`src/rtl/multiword_add_sequencer_if.sv`:
```
// Operand/result handshake bundle for the multiword add sequencer.
// The master side is the producer/consumer. The slave side is the sequencer.
interface multiword_add_sequencer_if #(
    parameter int WORDS = 4
);
    logic                  in_valid;
    logic                  in_ready;
    logic [16*WORDS-1:0]   in_a;
    logic [16*WORDS-1:0]   in_b;
    logic                  in_cin;
    logic                  out_valid;
    logic                  out_ready;
    logic [16*WORDS-1:0]   out_sum;
    logic                  out_cout;
    logic                  out_ovf;

    modport master (
        output in_valid, in_a, in_b, in_cin, out_ready,
        input  in_ready, out_valid, out_sum, out_cout, out_ovf
    );

    modport slave (
        input  in_valid, in_a, in_b, in_cin, out_ready,
        output in_ready, out_valid, out_sum, out_cout, out_ovf
    );
endinterface

```
`src/rtl/multiword_add_sequencer.sv`:
```
// Multiword add sequencer. It feeds a wide operand pair to an external
// 16-bit combinational adder one slice per cycle, starting with the LSW.
// The carry between slices ripples through a register.
module multiword_add_sequencer #(
    parameter int WORDS = 4
) (
    input  logic                          clk,
    input  logic                          rst_n,
    multiword_add_sequencer_if.slave      bus,
    output logic [15:0]                   add_a,
    output logic [15:0]                   add_b,
    output logic                          add_cin,
    input  logic [15:0]                   add_sum,
    input  logic                          add_cout,
    output logic                          busy
);
    localparam int W  = 16 * WORDS;
    localparam int IW = (WORDS > 1) ? $clog2(WORDS) : 1;

    localparam logic [1:0] IDLE = 2'd0;
    localparam logic [1:0] RUN  = 2'd1;
    localparam logic [1:0] DONE = 2'd2;

    localparam logic [IW-1:0] LAST_IDX = IW'(WORDS - 1);

    logic [1:0]    state_reg;
    logic [IW-1:0] idx_reg;
    logic [W-1:0]  a_reg;
    logic [W-1:0]  b_reg;
    logic [W-1:0]  sum_reg;
    logic [W-1:0]  sum_next;
    logic [W-1:0]  out_sum_reg;
    logic          carry_reg;
    logic          cout_reg;
    logic          ovf_reg;
    logic          run;
    logic          last;
    logic          accept;

    assign run    = (state_reg == RUN);
    assign last   = run && (idx_reg == LAST_IDX);
    assign accept = (state_reg == IDLE) && bus.in_valid;

    assign bus.in_ready  = (state_reg == IDLE);
    assign bus.out_valid = (state_reg == DONE);
    assign bus.out_sum   = out_sum_reg;
    assign bus.out_cout  = cout_reg;
    assign bus.out_ovf   = ovf_reg;
    assign busy          = (state_reg == RUN) || (state_reg == DONE);
    assign add_cin       = run ? carry_reg : 1'b0;

    // Select the current operand slices. The adder inputs are held at zero outside RUN.
    always_comb begin
        add_a = '0;
        add_b = '0;
        for (int i = 0; i < WORDS; i++) begin
            if (run && (idx_reg == IW'(i))) begin
                add_a = a_reg[16*i +: 16];
                add_b = b_reg[16*i +: 16];
            end
        end
    end

    // Merge the adder's slice result into the working sum at the active index.
    generate
        for (genvar gi = 0; gi < WORDS; gi++) begin : g_slice
            assign sum_next[16*gi +: 16] = (run && (idx_reg == IW'(gi))) ? add_sum
                                                                          : sum_reg[16*gi +: 16];
        end
    endgenerate

    // Control FSM: IDLE -> RUN (one cycle per slice) -> DONE -> IDLE.
    always_ff @(posedge clk or negedge rst_n) begin
        if (!rst_n) begin
            state_reg <= IDLE;
            idx_reg   <= '0;
        end else begin
            case (state_reg)
                IDLE: begin
                    if (bus.in_valid) begin
                        state_reg <= RUN;
                        idx_reg   <= '0;
                    end
                end
                RUN: begin
                    if (idx_reg == LAST_IDX) begin
                        state_reg <= DONE;
                    end else begin
                        idx_reg <= idx_reg + 1'b1;
                    end
                end
                DONE: begin
                    if (bus.out_ready) begin
                        state_reg <= IDLE;
                    end
                end
                default: state_reg <= IDLE;
            endcase
        end
    end

    // Latch operands on accept. Ripple the slice carry while running.
    always_ff @(posedge clk or negedge rst_n) begin
        if (!rst_n) begin
            a_reg     <= '0;
            b_reg     <= '0;
            carry_reg <= 1'b0;
        end else if (accept) begin
            a_reg     <= bus.in_a;
            b_reg     <= bus.in_b;
            carry_reg <= bus.in_cin;
        end else if (run) begin
            carry_reg <= add_cout;
        end
    end

    // Accumulate slice sums while running. The published result updates only on the final slice.
    always_ff @(posedge clk or negedge rst_n) begin
        if (!rst_n) begin
            sum_reg     <= '0;
            out_sum_reg <= '0;
            cout_reg    <= 1'b0;
            ovf_reg     <= 1'b0;
        end else begin
            if (run) begin
                sum_reg <= sum_next;
            end
            if (last) begin
                out_sum_reg <= sum_next;
                cout_reg    <= add_cout;
                ovf_reg     <= (a_reg[W-1] == b_reg[W-1]) && (add_sum[15] != a_reg[W-1]);
            end
        end
    end
endmodule

```
`src/flat_wrapper.sv`:
```
// flat-port wrapper written by rule: the top's interface ports become plain ports
module multiword_add_sequencer_flat 
#(
    parameter int WORDS = 4
)
  (clk, rst_n, add_a, add_b, add_cin, add_sum, add_cout, busy, bus_in_valid, bus_in_a, bus_in_b, bus_in_cin, bus_out_ready, bus_in_ready, bus_out_valid, bus_out_sum, bus_out_cout, bus_out_ovf);
  multiword_add_sequencer_if #(.WORDS(WORDS)) bus_i ();
  input  logic clk;
  input  logic rst_n;
  output logic [15:0] add_a;
  output logic [15:0] add_b;
  output logic add_cin;
  input  logic [15:0] add_sum;
  input  logic add_cout;
  output logic busy;
  input wire logic [$bits(bus_i.in_valid)-1:0] bus_in_valid;
  input wire logic [$bits(bus_i.in_a)-1:0] bus_in_a;
  input wire logic [$bits(bus_i.in_b)-1:0] bus_in_b;
  input wire logic [$bits(bus_i.in_cin)-1:0] bus_in_cin;
  input wire logic [$bits(bus_i.out_ready)-1:0] bus_out_ready;
  output wire logic [$bits(bus_i.in_ready)-1:0] bus_in_ready;
  output wire logic [$bits(bus_i.out_valid)-1:0] bus_out_valid;
  output wire logic [$bits(bus_i.out_sum)-1:0] bus_out_sum;
  output wire logic [$bits(bus_i.out_cout)-1:0] bus_out_cout;
  output wire logic [$bits(bus_i.out_ovf)-1:0] bus_out_ovf;
  assign bus_i.in_valid = bus_in_valid;
  assign bus_i.in_a = bus_in_a;
  assign bus_i.in_b = bus_in_b;
  assign bus_i.in_cin = bus_in_cin;
  assign bus_i.out_ready = bus_out_ready;
  assign bus_in_ready = bus_i.in_ready;
  assign bus_out_valid = bus_i.out_valid;
  assign bus_out_sum = bus_i.out_sum;
  assign bus_out_cout = bus_i.out_cout;
  assign bus_out_ovf = bus_i.out_ovf;
  multiword_add_sequencer #(.WORDS(WORDS)) u_core (.clk(clk), .rst_n(rst_n), .bus(bus_i), .add_a(add_a), .add_b(add_b), .add_cin(add_cin), .add_sum(add_sum), .add_cout(add_cout), .busy(busy));
endmodule
```
`config.mk`:
```
export PLATFORM = sky130hd
export DESIGN_NAME = multiword_add_sequencer_flat
export DESIGN_NICKNAME = d
export VERILOG_FILES = /design/src/rtl/multiword_add_sequencer_if.sv /design/src/rtl/multiword_add_sequencer.sv /design/src/flat_wrapper.sv
export SDC_FILE = /design/constraint.sdc
export NUM_CORES = 1
export LEC_CHECK = 0
export ABC_AREA = 0
export ABC_CLOCK_PERIOD_IN_PS = 2230
export BUFFER_PORTS_ARGS = -buffer_cell sky130_fd_sc_hd__buf_2
export CORE_MARGIN = 8
export CORE_UTILIZATION = 47
export CTS_BUF_LIST = sky130_fd_sc_hd__clkbuf_4 sky130_fd_sc_hd__clkbuf_8
export CTS_CLUSTER_SIZE = 40
export DETAILED_ROUTE_END_ITERATION = 8
export GPL_TIMING_DRIVEN = 0
export PLACE_DENSITY = 0.82
export SLEW_MARGIN = 0
export SYNTH_ARGS = -nofsm -noshare
export SYNTH_HDL_FRONTEND = slang
export SYNTH_SLANG_ARGS = --single-unit
```
`constraint.sdc`:
```
create_clock -name clk -period 2.23 [get_ports clk]
set_input_delay 0.1115 -clock clk [delete_from_list [all_inputs] [get_ports clk]]
set_output_delay 0.1115 -clock clk [all_outputs]
set_load 0.005 [all_outputs]
```
[After elaboration in Yosys (flattened, before gate mapping)]
Index checks and enable logic that the tools add are counted.
Storage, ports and cells
  register bits after elaboration: 263
  output and inout port bits: 102
Operators by class
  $add $sub $neg: 1
  multiplexer cells: 22
  reductions and logical operators: 13
  equal/unequal tests: 11
Operators with widths (number)
  two-way mux 16 bit: 12
  two-way mux 2 bit: 5
  != test 2 bit, second input constant: 4
  equality test 2 bit, second input constant: 3
  logical AND 1 bit: 6
  case mux 2 bit (3 select lines): 1
  AND reduction 3 bit: 2
  equality test 2 x 1 -> 1 bit, second input constant: 2
  logical NOT 2 bit: 2
  case mux 2 bit (2 select lines): 1
  nonzero test 2 bit: 2
  two-way mux 1 bit: 3
  adder 2 x 1 -> 2 bit, second input constant: 1
  equality test 1 bit: 1
  logical OR 1 bit: 1
  != test 1 bit: 1

[Longest topological paths before layout]
  depth after elaboration: 6
  gate-level depth with buffers: 9

[Least setup slack after synthesis]
No wires, ideal clock.
  path type: register -> register
  start point: reg u_core.idx_reg[0]
  end point: reg u_core.out_sum_reg[38], in the netlist u_core.bus.out_sum[38]
  clock period less this slack: 1.815 ns
  data required time: 2.105 ns
  arrival time: 1.690 ns
  setup slack: 0.415 ns
  stages on the path, launching flop included: 8
  buffers on the path: 2
  cell sequence: dfrtp_1 inv_1 ha_1 buf_4 nand2_2 buf_4 mux2_2 mux2_2
On the way
  cells in the longest elaborated chain, start to end: 3
  elaborated cells on any way between the ends: 5
RTL lines
  start, declared: line multiword_add_sequencer.sv:27  | logic [IW-1:0] idx_reg;
  start signal, assigned: line multiword_add_sequencer.sv:89  | idx_reg <= idx_reg + 1'b1;
  equality test 2 bit: line multiword_add_sequencer.sv:67  | assign sum_next[16*gi +: 16] = (run && (idx_reg == IW'(gi))) ? add_sum
  logical AND 1 bit: line multiword_add_sequencer.sv:67
  two-way mux 16 bit: line multiword_add_sequencer.sv:67
  end signal, assigned: line multiword_add_sequencer.sv:129  | out_sum_reg <= sum_next;
  end, declared: line multiword_add_sequencer.sv:32  | logic [W-1:0] out_sum_reg;
Several ways; a longest one is shown, not always the timed one.
A chain may end at the register's enable or synchronous reset.

[Worst setup path in the final report]
  start point: reg u_core.idx_reg[1]
  end point: out add_b[4]
On the way
  cells in the longest elaborated chain, start to end: 6
  elaborated cells on any way between the ends: 12
RTL lines
  logical NOT 2 bit: line multiword_add_sequencer.sv:57  | if (run && (idx_reg == IW'(i))) begin
  logical AND 1 bit: line multiword_add_sequencer.sv:57
  two-way mux 16 bit (3 in a row): line multiword_add_sequencer.sv:57
  two-way mux 16 bit (*): line multiword_add_sequencer.sv:57
  end, declared: line flat_wrapper.sv:11  | output logic [15:0] add_b;
Mark *: on every way between the ends. The rest lies on a longest branch, timed or not.

==> metrics.csv <==
metric,value,unit
run status,"complete, but fails checks",
failing checks,negative setup slack,
Final period util,1.054,
Fmax,0.4254,GHz
Num CTS Buffers,41,
global-route wire length before repair,51940,um
NumNets Final,1368,
Final Setup Violations,28,
Initial DRT Pass Iterations,4,
Yosys top cell by area,dfrtp_1,
Wirelength per Cell,22.84,um
CTS tree,built,
Die X,163.5,um
YS warnings,0,
Worst R2R Setup Slack,0.07,ns
Initial Utilization,0.4730,
hpwl dp,19860,um
setup_tns,-1.275,ns
Worst Hold Slack,0.04307,ns
Tot Pwr,22.45,mW
Seq cells post-synth,247,
worst setup path category,reg -> out,
ys async rst share,1.000,
Die H,163.5,um
drt drc,0,
WL final,34790,um
RSZ-0062 raised after global routing,yes,
H-tree levels,2,
synthesized cell area,0.01023,sq mm
Post-Synthesis Cells,743,
Pins Over Slew Limit,0,
share of layout cells above drive strength 1,0.5531,
max_cap viols,0,
"Seq/Total Area, Yosys",0.6044,
vias in the first global route,9564,
Core Area,0.02162,sq mm
syn avg cell area,13.76,sq um
Slew @ Worst Pin,0.6994,ns
"Arr. time, crit path",2.24,ns
post-synth top area share,0.6044,
"Primary FF master, synth",dfrtp_1,
Clock Latency Late Sink,0.53,ns
syn_nets,900,
Pwr Density,1460,mW/mm^2
Final Hold Viols,0,
gr ovfl total,0,
most common cell in the netlist,dfrtp_1,
clock skew,0.01159,ns
Root Buffer Master,clkbuf_8,
Iter 0 DRT Violations,511,
Synth-to-Final Area Change,50.42,%
largest net degree at the start of global routing,125,
Place WS,-0.1909,ns
worst path required time,2.12,ns
Final Non-Filler Cells,1523,
I/O Buffers,251,
initial antenna violation count,2,
Post-DRT Antenna Nets,0,
Area after DPL,0.01190,sq mm
Inst Count DP,1276,
GR Util met3,0.05948,
# rows,54,
Finished Cell Area,0.01538,sq mm
final core utilization,0.7115,
die area,0.02673,sq mm
CP bufs+invs,6,
"CTS clk-pin slew, worst paths",0.06,ns
CP max-delay cell,dfrtp_2,
VDD IR-drop max,1.196,mV
slew margin rel.,0.5338,
top cell family by delay on the critical path,buffers and inverters,
Ports,252,
Crit. End Element,output port,
Commonest cells post-synth,"247 x dfrtp_1, 210 x mux2_2, 88 x nand2_1",
crit-path max cell delay,0.44,ns
met2 Use GR,0.4420,
gpl congestion,0.7994,
total clock sinks,247,
"EDFF count, synth",0,
crit path cell chain,buf_4 > ha_4 > buf_8 > clkinvlp_4 > buf_12 > buf_8 > o21ai_1 > o21ai_1 > buf_2,
"top cells by area, synth","dfrtp_1 60%, mux2_2 23%, nand2_1 3.2%",
Final min period,2.351,ns
Synth cell types,28,
"Most Used Layer, Global Route",met2,
startpoint types,flop,
via count,8308,
setup ws final,-0.1209,ns
leakage,7.121,nW
CTS Buffer Depth,3,
Hold WC Path Type,in -> reg,
Worst Path Max Fanout,7,
met1 Track Usage GR,0.2724,
Global Route Usage Sum,0.2498,
vias per cell,5.455,
kinds of logic (layout without fill, tap and decap cells):
family,after synthesis,after routing,synth area share
flip-flops,247,247,0.6044
AND/OR/NAND/NOR,104,105,0.04270
multiplexers,225,225,0.2528
adder cells (fa/ha/maj),7,7,0.008564
AO/OA/AOI/OAI,106,106,0.06558
buffers and inverters,54,552,0.02594
other,0,1,0
layout by cell type (no fill, tap or decap), types with 3 or more instances in the layout:
| master | synthesis | layout |
|---|---|---|
| nand2_1 | 88 | 87 |
| clkbuf_8 | 0 | 61 |
| buf_12 | 0 | 7 |
| mux2_2 | 210 | 210 |
| buf_8 | 0 | 7 |
| mux2_4 | 14 | 14 |
| buf_2 | 17 | 258 |
| ha_4 | 0 | 5 |
| o21ai_2 | 0 | 17 |
| dfrtp_1 | 247 | 245 |
| clkbuf_4 | 0 | 20 |
| a221oi_2 | 0 | 20 |
| clkbuf_1 | 23 | 5 |
| o21ai_4 | 0 | 3 |
| buf_6 | 2 | 5 |
| buf_4 | 7 | 20 |
| o21ai_0 | 62 | 9 |
| a221oi_4 | 0 | 10 |
| dlygate4sd3_1 | 0 | 147 |
| o21ai_1 | 5 | 38 |
| clkinv_2 | 0 | 4 |
| bufinv_16 | 0 | 3 |
| nand2_4 | 1 | 3 |
| clkbuf_16 | 0 | 6 |
area by class of cell:
type                            count  area, sq um
Antenna cell                        1        2.502
Buffer                             47        498.0
Clock buffer                       66        845.8
Clock inverter                      8        117.6
Fill cell                        1373         6238
Inverter                            5        25.02
Multi-Input combinational cell    443         4270
Sequential cell                   247         6183
Tap cell                          280        350.3
Timing Repair Buffer              426         3089
tightest hold or removal path, delay by kind of cell:
family	cells	cell delay, ns
AO/OA/AOI/OAI	1	0.16
AND/OR/NAND/NOR	1	0.13
buffers and inverters	1	0.12
worst paths after layout:
path,startpoint,endpoint,depth (start not counted)
setup / recovery,u_core.idx_reg[1]$_DFFE_PN0P_,add_b[4],9
hold / removal,bus_in_valid,u_core.state_reg[0]$_DFFE_PN0P_,3
setup reg to reg,u_core.idx_reg[0]$_DFFE_PN0P_,u_core.bus.out_sum[26]$_DFFE_PN0P_,8
hold reg to reg,u_core.bus.out_sum[49]$_DFFE_PN0P_,u_core.bus.out_sum[49]$_DFFE_PN0P_,2
max in group asynchronous,rst_n,u_core.b_reg[34]$_DFFE_PN0P_,4
min in group asynchronous,rst_n,u_core.sum_reg[26]$_DFFE_PN0P_,3
layer usage:
layer | up-vias | wire, um
met2 | 423 | 17880
met5 | - | 9
li1 | 3600 | -
met4 | 2 | 1767
met1 | 4134 | 12620
met3 | 149 | 2512
power by group:
part	leakage, nW	total, mW	internal, mW	switching [mW]
clock network	0.507	4.59	2.75	1.84
logic	3.69	9.58	5.25	4.34
registers	2.93	8.28	6.77	1.51
timing repair:
action | in CTS | in global routing
cloned | 6 | 3
pin swaps | 24 | 19
gates resized for setup | 154 | 78
hold buffers | 147 | 0
setup endpoints to repair | 32 | 42
hold endpoints to repair | 336 | 0
setup buffers | 7 | 11
No activity file was read; power rests on OpenSTA's default activity.
